## src/rtl/aes_pkg.sv

```systemverilog
// Shared AES round types and helpers: key-size mode, FSM state, last-round
// constants, FIPS-197 byte indexing and the GF(2^8) S-box/multiply functions.
// No ports; imported by aes_round_radix and aes_mixcol_word.
package aes_pkg;

  typedef enum logic [1:0] {
    MODE_AES128     = 2'b00,
    MODE_AES192     = 2'b01,
    MODE_AES256     = 2'b10,
    MODE_AES256_ALT = 2'b11
  } aes_mode_e;

  typedef enum logic [1:0] {
    ST_IDLE = 2'd0,
    ST_SUB  = 2'd1,
    ST_ARK  = 2'd2,
    ST_OUT  = 2'd3
  } aes_state_e;

  localparam logic [3:0] LAST_ROUND_128 = 4'd10;
  localparam logic [3:0] LAST_ROUND_192 = 4'd12;
  localparam logic [3:0] LAST_ROUND_256 = 4'd14;

  function automatic logic [3:0] last_round(input aes_mode_e m);
    logic [3:0] r;
    case (m)
      MODE_AES128: r = LAST_ROUND_128;
      MODE_AES192: r = LAST_ROUND_192;
      default:     r = LAST_ROUND_256;
    endcase
    return r;
  endfunction

  // Byte idx of the state, byte 0 in the top 8 bits (column-major order).
  function automatic logic [7:0] state_byte(input logic [127:0] s, input logic [3:0] idx);
    logic [127:0] t;
    t = s << {idx, 3'b000};
    return t[127:120];
  endfunction

  // ShiftRows: output (row r, col c) comes from input (row r, col c+r mod 4).
  function automatic logic [3:0] shift_rows_src(input logic [3:0] idx);
    logic [1:0] r;
    logic [1:0] c;
    r = idx[1:0];
    c = idx[3:2];
    return {c + r, r};
  endfunction

  function automatic logic [7:0] xtime(input logic [7:0] a);
    return {a[6:0], 1'b0} ^ (a[7] ? 8'h1b : 8'h00);
  endfunction

  function automatic logic [7:0] gf_mul(input logic [7:0] a, input logic [7:0] b);
    logic [7:0] p;
    logic [7:0] aa;
    p  = 8'h00;
    aa = a;
    for (int i = 0; i < 8; i++) begin
      if (b[i]) p = p ^ aa;
      aa = xtime(aa);
    end
    return p;
  endfunction

  // Inverse as x^254 (x^2 * x^4 * ... * x^128), which also maps 0 to 0,
  // followed by the affine transform written as byte rotations.
  function automatic logic [7:0] sbox(input logic [7:0] x);
    logic [7:0] p;
    logic [7:0] inv;
    p   = x;
    inv = 8'h01;
    for (int i = 1; i < 8; i++) begin
      p   = gf_mul(p, p);
      inv = gf_mul(inv, p);
    end
    return inv ^ {inv[6:0], inv[7]} ^ {inv[5:0], inv[7:6]} ^
           {inv[4:0], inv[7:5]} ^ {inv[3:0], inv[7:4]} ^ 8'h63;
  endfunction

endpackage

```

## src/rtl/aes_mixcol_word.sv

```systemverilog
// Purpose: MixColumns for one column from S-boxed bytes and their {02}/{03} products.
// Latency: combinational. Backpressure: none (pure function).
// Ports: s_in/m2_in/m3_in indexed by row 0..3; col_out = {row0,row1,row2,row3}.
module aes_mixcol_word
  import aes_pkg::*;
(
  input  logic [3:0][7:0] s_in,
  input  logic [3:0][7:0] m2_in,
  input  logic [3:0][7:0] m3_in,
  output logic [31:0]     col_out
);

  logic [7:0] r0, r1, r2, r3;

  assign r0 = m2_in[0] ^ m3_in[1] ^ s_in[2]  ^ s_in[3];
  assign r1 = s_in[0]  ^ m2_in[1] ^ m3_in[2] ^ s_in[3];
  assign r2 = s_in[0]  ^ s_in[1]  ^ m2_in[2] ^ m3_in[3];
  assign r3 = m3_in[0] ^ s_in[1]  ^ s_in[2]  ^ m2_in[3];

  assign col_out = {r0, r1, r2, r3};

endmodule

```

## src/rtl/aes_round_radix.sv

```systemverilog
// Purpose: one AES encryption round, BYTES_PER_CYCLE state bytes per SUB cycle.
// Latency: 16/BYTES_PER_CYCLE+2 cycles for rounds 1..LAST, 2 otherwise; one job in flight.
// Backpressure: result held in OUT until out_ready; in_ready only in IDLE or OUT&out_ready.
// Ports: clk/rst_n (sync, active-low); in_valid/in_ready with mode, round, data_in,
// round_key; out_valid/out_ready with data_out and round_err.
module aes_round_radix
  import aes_pkg::*;
#(
  parameter int BYTES_PER_CYCLE = 1
) (
  input  logic         clk,
  input  logic         rst_n,
  input  logic         in_valid,
  output logic         in_ready,
  input  logic [1:0]   mode,
  input  logic [3:0]   round,
  input  logic [127:0] data_in,
  input  logic [127:0] round_key,
  output logic         out_valid,
  input  logic         out_ready,
  output logic [127:0] data_out,
  output logic         round_err
);

  if (BYTES_PER_CYCLE != 1 && BYTES_PER_CYCLE != 2 && BYTES_PER_CYCLE != 4) begin : g_bpc_illegal
    $error("aes_round_radix: BYTES_PER_CYCLE must be 1, 2 or 4");
  end

  aes_state_e      state_q, state_d;
  logic [3:0]      cnt_q, cnt_d;
  logic [127:0]    in_q, in_d;
  logic [127:0]    key_q, key_d;
  logic [3:0][31:0] work_q, work_d;
  logic            sub_q, sub_d;
  logic            final_q, final_d;
  logic            err_q, err_d;
  logic [127:0]    data_out_q, data_out_d;
  logic            round_err_q, round_err_d;
  logic            out_valid_q, out_valid_d;
  logic [3:0][7:0] col_s_q, col_s_d;
  logic [3:0][7:0] col_m2_q, col_m2_d;
  logic [3:0][7:0] col_m3_q, col_m3_d;

  logic [7:0]  lane_s  [BYTES_PER_CYCLE];
  logic [7:0]  lane_m2 [BYTES_PER_CYCLE];
  logic [7:0]  lane_m3 [BYTES_PER_CYCLE];
  logic [31:0] mixed;
  logic [31:0] shifted;
  logic [1:0]  last_row;
  logic        col_done;
  logic        accept;
  logic [3:0]  job_last;

  assign in_ready  = (state_q == ST_IDLE) | ((state_q == ST_OUT) & out_ready);
  assign accept    = in_valid & in_ready;
  assign out_valid = out_valid_q;
  assign data_out  = data_out_q;
  assign round_err = round_err_q;
  assign job_last  = last_round(aes_mode_e'(mode));

  // Lane k handles output byte cnt+k: fetch its ShiftRows source, S-box it,
  // and form the {02}/{03} products MixColumns will need.
  for (genvar k = 0; k < BYTES_PER_CYCLE; k++) begin : g_lane
    logic [3:0] idx;
    assign idx        = cnt_q + 4'(k);
    assign lane_s[k]  = sbox(state_byte(in_q, shift_rows_src(idx)));
    assign lane_m2[k] = xtime(lane_s[k]);
    assign lane_m3[k] = lane_m2[k] ^ lane_s[k];
  end

  // Column staging: this cycle's lanes merged over the partially filled column.
  always_comb begin
    col_s_d  = col_s_q;
    col_m2_d = col_m2_q;
    col_m3_d = col_m3_q;
    if (state_q == ST_SUB) begin
      for (int k = 0; k < BYTES_PER_CYCLE; k++) begin
        col_s_d[cnt_q[1:0] + 2'(k)]  = lane_s[k];
        col_m2_d[cnt_q[1:0] + 2'(k)] = lane_m2[k];
        col_m3_d[cnt_q[1:0] + 2'(k)] = lane_m3[k];
      end
    end
  end

  // The column is complete when the highest lane lands on row 3.
  assign last_row = cnt_q[1:0] + 2'(BYTES_PER_CYCLE - 1);
  assign col_done = (last_row == 2'd3);
  assign shifted  = {col_s_d[0], col_s_d[1], col_s_d[2], col_s_d[3]};

  aes_mixcol_word u_mixcol (
    .s_in    (col_s_d),
    .m2_in   (col_m2_d),
    .m3_in   (col_m3_d),
    .col_out (mixed)
  );

  always_comb begin
    state_d     = state_q;
    cnt_d       = cnt_q;
    in_d        = in_q;
    key_d       = key_q;
    work_d      = work_q;
    sub_d       = sub_q;
    final_d     = final_q;
    err_d       = err_q;
    data_out_d  = data_out_q;
    round_err_d = round_err_q;
    out_valid_d = out_valid_q;

    case (state_q)
      ST_IDLE: ;
      ST_SUB: begin
        cnt_d = cnt_q + 4'(BYTES_PER_CYCLE);
        if (col_done) begin
          // work_q[3] is column 0 (most significant word).
          work_d[2'd3 - cnt_q[3:2]] = final_q ? shifted : mixed;
        end
        if (cnt_q == 4'(16 - BYTES_PER_CYCLE)) state_d = ST_ARK;
      end
      ST_ARK: begin
        data_out_d  = (sub_q ? work_q : in_q) ^ key_q;
        round_err_d = err_q;
        out_valid_d = 1'b1;
        state_d     = ST_OUT;
      end
      ST_OUT: begin
        if (out_ready) begin
          out_valid_d = 1'b0;
          state_d     = ST_IDLE;
        end
      end
      default: state_d = ST_IDLE;
    endcase

    // Acceptance overrides OUT -> IDLE so a new job starts with no bubble.
    if (accept) begin
      in_d    = data_in;
      key_d   = round_key;
      cnt_d   = 4'd0;
      err_d   = (round > job_last);
      final_d = (round == job_last);
      sub_d   = (round != 4'd0) && (round <= job_last);
      state_d = sub_d ? ST_SUB : ST_ARK;
    end
  end

  always_ff @(posedge clk) begin
    if (!rst_n) begin
      state_q     <= ST_IDLE;
      cnt_q       <= '0;
      in_q        <= '0;
      key_q       <= '0;
      work_q      <= '0;
      sub_q       <= 1'b0;
      final_q     <= 1'b0;
      err_q       <= 1'b0;
      data_out_q  <= '0;
      round_err_q <= 1'b0;
      out_valid_q <= 1'b0;
      col_s_q     <= '0;
      col_m2_q    <= '0;
      col_m3_q    <= '0;
    end else begin
      state_q     <= state_d;
      cnt_q       <= cnt_d;
      in_q        <= in_d;
      key_q       <= key_d;
      work_q      <= work_d;
      sub_q       <= sub_d;
      final_q     <= final_d;
      err_q       <= err_d;
      data_out_q  <= data_out_d;
      round_err_q <= round_err_d;
      out_valid_q <= out_valid_d;
      col_s_q     <= col_s_d;
      col_m2_q    <= col_m2_d;
      col_m3_q    <= col_m3_d;
    end
  end

endmodule
```

## config.mk

```make
export PLATFORM = sky130hd
export DESIGN_NAME = aes_round_radix
export DESIGN_NICKNAME = d
export VERILOG_FILES = /design/src/rtl/aes_pkg.sv /design/src/rtl/aes_mixcol_word.sv /design/src/rtl/aes_round_radix.sv
export SDC_FILE = /design/constraint.sdc
export NUM_CORES = 2
export LEC_CHECK = 0
export CORE_ASPECT_RATIO = 1.1
export CORE_UTILIZATION = 53
export DETAILED_ROUTE_END_ITERATION = 10
export PLACE_DENSITY = 0.83
export SETUP_SLACK_MARGIN = 0.3
export SYNTH_ARGS = -nofsm -noshare
export SYNTH_HDL_FRONTEND = slang
export SYNTH_SLANG_ARGS = --single-unit
```

## constraint.sdc

```tcl
create_clock -name clk -period 27.4 [get_ports clk]
set_input_delay 6.85 -clock clk [delete_from_list [all_inputs] [get_ports clk]]
set_output_delay 6.85 -clock clk [all_outputs]
set_load 0.02 [all_outputs]
```

==> run metrics <==
dpl cells 6369; first-pass GRT wire length 209900 um; global-route usage over all layers 32.37%; Clk Latency, worst-skew pair 0.62 ns; TritonRoute pass-1 iters 8; CORE AREA 0.07932 sq mm; Via Count 38960; Synth Area in Compound Gates 13.78%; post-synth cell types 112; WL/cell 21.28 um; reg2reg start cnt_q[0]$_SDFFE_PP0P_; Nets 5664; CTS tree yes; launch point of the worst path cnt_q[0]$_SDFFE_PP0P_; Post-Layout Cell Count 6478; r2r setup slk 5.12 ns; max cap viols 0; syn nets 5471; Clock Sinks 619; R2R depth 61; ys async rst share 0%; IO Count 397; WP buf/inv 7; worst-case clock buffer depth 3; Area growth syn-to-layout 15.61%; Setup CP Type register to register; grt ovf 0; worst hold path type register to register; final hold violation count 0; Mapped Area 0.04267 sq mm; RSZ-0062 raised after global routing no; DRT Wirelength 137800 um; Num CTS Buffers 53; sequential area share after synthesis 29.04%; gpl congestion 0.9882; Port Buf Inserts 396; number of H-tree levels 2; Top delay family on crit path XOR/XNOR gates; Setup Skew 0.02628 ns; Hold Path Origin work_q[47]$_SDFFE_PN0P_; critical path's most frequent cell xnor2_1; die area 0.08164 sq mm; vias in the first global route 36630; CP Data Arrival Time 22.83 ns; max-slew violations 0; commonest non-fill, non-tap cells in the layout nand2_1 (997), dfxtp_1 (617), nor2_1 (553), a21oi_1 (526), xnor2_1 (488); Peak Freq 0.04489 GHz; WHS Endpoint work_q[47]$_SDFFE_PN0P_; residual DRC count 0; Mapped Cells 5186; Slew headroom 15.81%; Synth Area in Simple Gates 18.65%; Post-Synth Adder-Cell Area 0.5806%; Max stage delay cell, worst path ha_1; Syn Area/Cell 8.227 sq um; worst hold path depth 2; ANT nets after route 0; root buf cell clkbuf_16; EDFF count, synth 0; Tightest Pin Transition 1.254 ns; initial antenna violation count 14; DR iter-0 viols 4064; num rows 108; Final TNS setup 0 ns; largest net degree at the start of global routing 223; Post-CTS Resized 0; vias per cell 6.015; fin crit period 22.28 ns; critical path's largest stage delay 1.03 ns; Synth Area in XOR/XNOR 22.40%; largest family of logic cells by synthesized area XOR/XNOR gates; CP Max Fanout 27; Detail Placement HPWL 99220 um; Initial Util 53.79%; share of cells above drive strength 1 6.862%; type of origin of the critical path register; worst path required time 27.95 ns; post-synthesis mux area share 11.79%; Post-CTS Setup Bufs 0; # hold bufs at CTS 0; final setup fails 0; outcome completed; most common flop cell mapped by yosys dfxtp_1; Synth Warn # 0; period utilisation layout 81.30%; CP Capture Type register; Die Wd 272.5 um; die height 299.6 um; Reg-to-Reg End work_q[86]$_SDFFE_PN0P_; commonest non-fill, non-tap cell in the layout nand2_1; Yosys reg bits 619; clk slew on worst S/H paths 0.07 ns
==> worst min-delay path: cells and delay by family (launching register included) <==
family / cells / cell delay, ns
and+or+nand+nor: 1 / 0.05
DFF: 1 / 0.31
AOI/OAI and AO/OA: 1 / 0.05
==> stage by stage <==
stage                     instance area, sq um  utilization [%]  setup slack, ns  hold WS, ns
after floorplan                          42670                -            10.20       0.4315
after global placement                   47340            59.68            5.431       0.4373
after detailed placement                 47340            59.68            5.044       0.4476
after CTS                                49290            62.14            4.936       0.4559
after global routing                     49320            62.18            3.756       0.4687
final                                    49320            62.18            5.124       0.4577
==> worst max-delay path by stage <==
stage,endpoint,slack [ns],cells after the start
floorplan,work_q[28]$_SDFFE_PN0P_,10.20,66
global placement,work_q[85]$_SDFFE_PN0P_,5.43,63
detailed placement,work_q[86]$_SDFFE_PN0P_,5.04,62
CTS,work_q[86]$_SDFFE_PN0P_,4.94,62
global route,work_q[86]$_SDFFE_PN0P_,3.76,64
finish,work_q[86]$_SDFFE_PN0P_,5.12,61
==> sequential cells by signal, indices dropped and copies added, names as in the netlist, 2 cells and up <==
register,cells
in_q,128
work_q,128
key_q,128
state_q,2
col_m2_q,32
col_s_q,32
cnt_q,4
col_m3_q,32
data_out,128
==> cell type report <==
| cell class | instances | area, sq um |
|---|---|---|
| fill | 6544 | 30000 |
| tap | 1045 | 1308 |
| clock buffer | 76 | 1573 |
| antenna | 12 | 30.03 |
| multi-input combinational | 4184 | 28820 |
| sequential | 619 | 12400 |
| timing repair buffer | 489 | 4700 |
| inverter | 32 | 127.6 |
| clock inverter | 21 | 374.1 |
==> cells in the mapped netlist (11+ instances only) <==
cell type	instances	area, sq um
a211o_1	11	96.34
a211oi_1	37	277.8
a21o_1	14	105.1
a21oi_1	526	2633
a22oi_1	28	210.2
a311oi_1	11	96.34
a31oi_1	22	137.6
and2_1	42	262.8
and3_1	29	181.4
buf_1	48	180.2
buf_2	29	145.1
buf_4	12	90.09
clkbuf_1	253	949.7
dfxtp_1	619	12390
ha_1	19	237.7
inv_1	22	82.58
mux2_2	23	259.0
mux2i_1	411	4114
mux4_2	19	427.9
nand2_1	998	3746
nand2b_1	20	125.1
nand3_1	65	325.3
nand4_1	14	87.58
nor2_1	553	2076
nor3_1	90	450.4
o211ai_1	25	187.7
o21a_1	12	90.09
o21ai_0	111	555.5
o21ai_1	18	90.09
o22ai_1	26	162.7
o31ai_1	11	82.58
or2_2	11	68.82
or3_1	21	131.4
xnor2_1	499	4370
xnor2_2	34	553.0
xnor3_1	107	2410
xnor3_2	16	380.4
xor2_1	130	1139
xor3_1	11	261.5
==> per-layer routing <==
layer / part of all wire, % / global-route usage (%)
met1: 38 / 38.79
met2: 47 / 54.63
met3: 7.4 / 3.733
met4: 7.7 / 21.54
met5: 0.032 / 0
==> cells by family (layout without fill, tap and decap cells) <==
logic type                 after synthesis  after routing
AOI/OAI and AO/OA                      977            977
xor gates and xnor gates               815            815
adders and majority gates               20             20
buffers and inverters                  383            618
DFF                                    619            619
muxes                                  466            466
other                                    0             12
and+or+nand+nor                       1906           1906
Power is left out: the tool's default activity adds up to more than one toggle a clock period on the data nets, which glitch-free logic cannot reach.
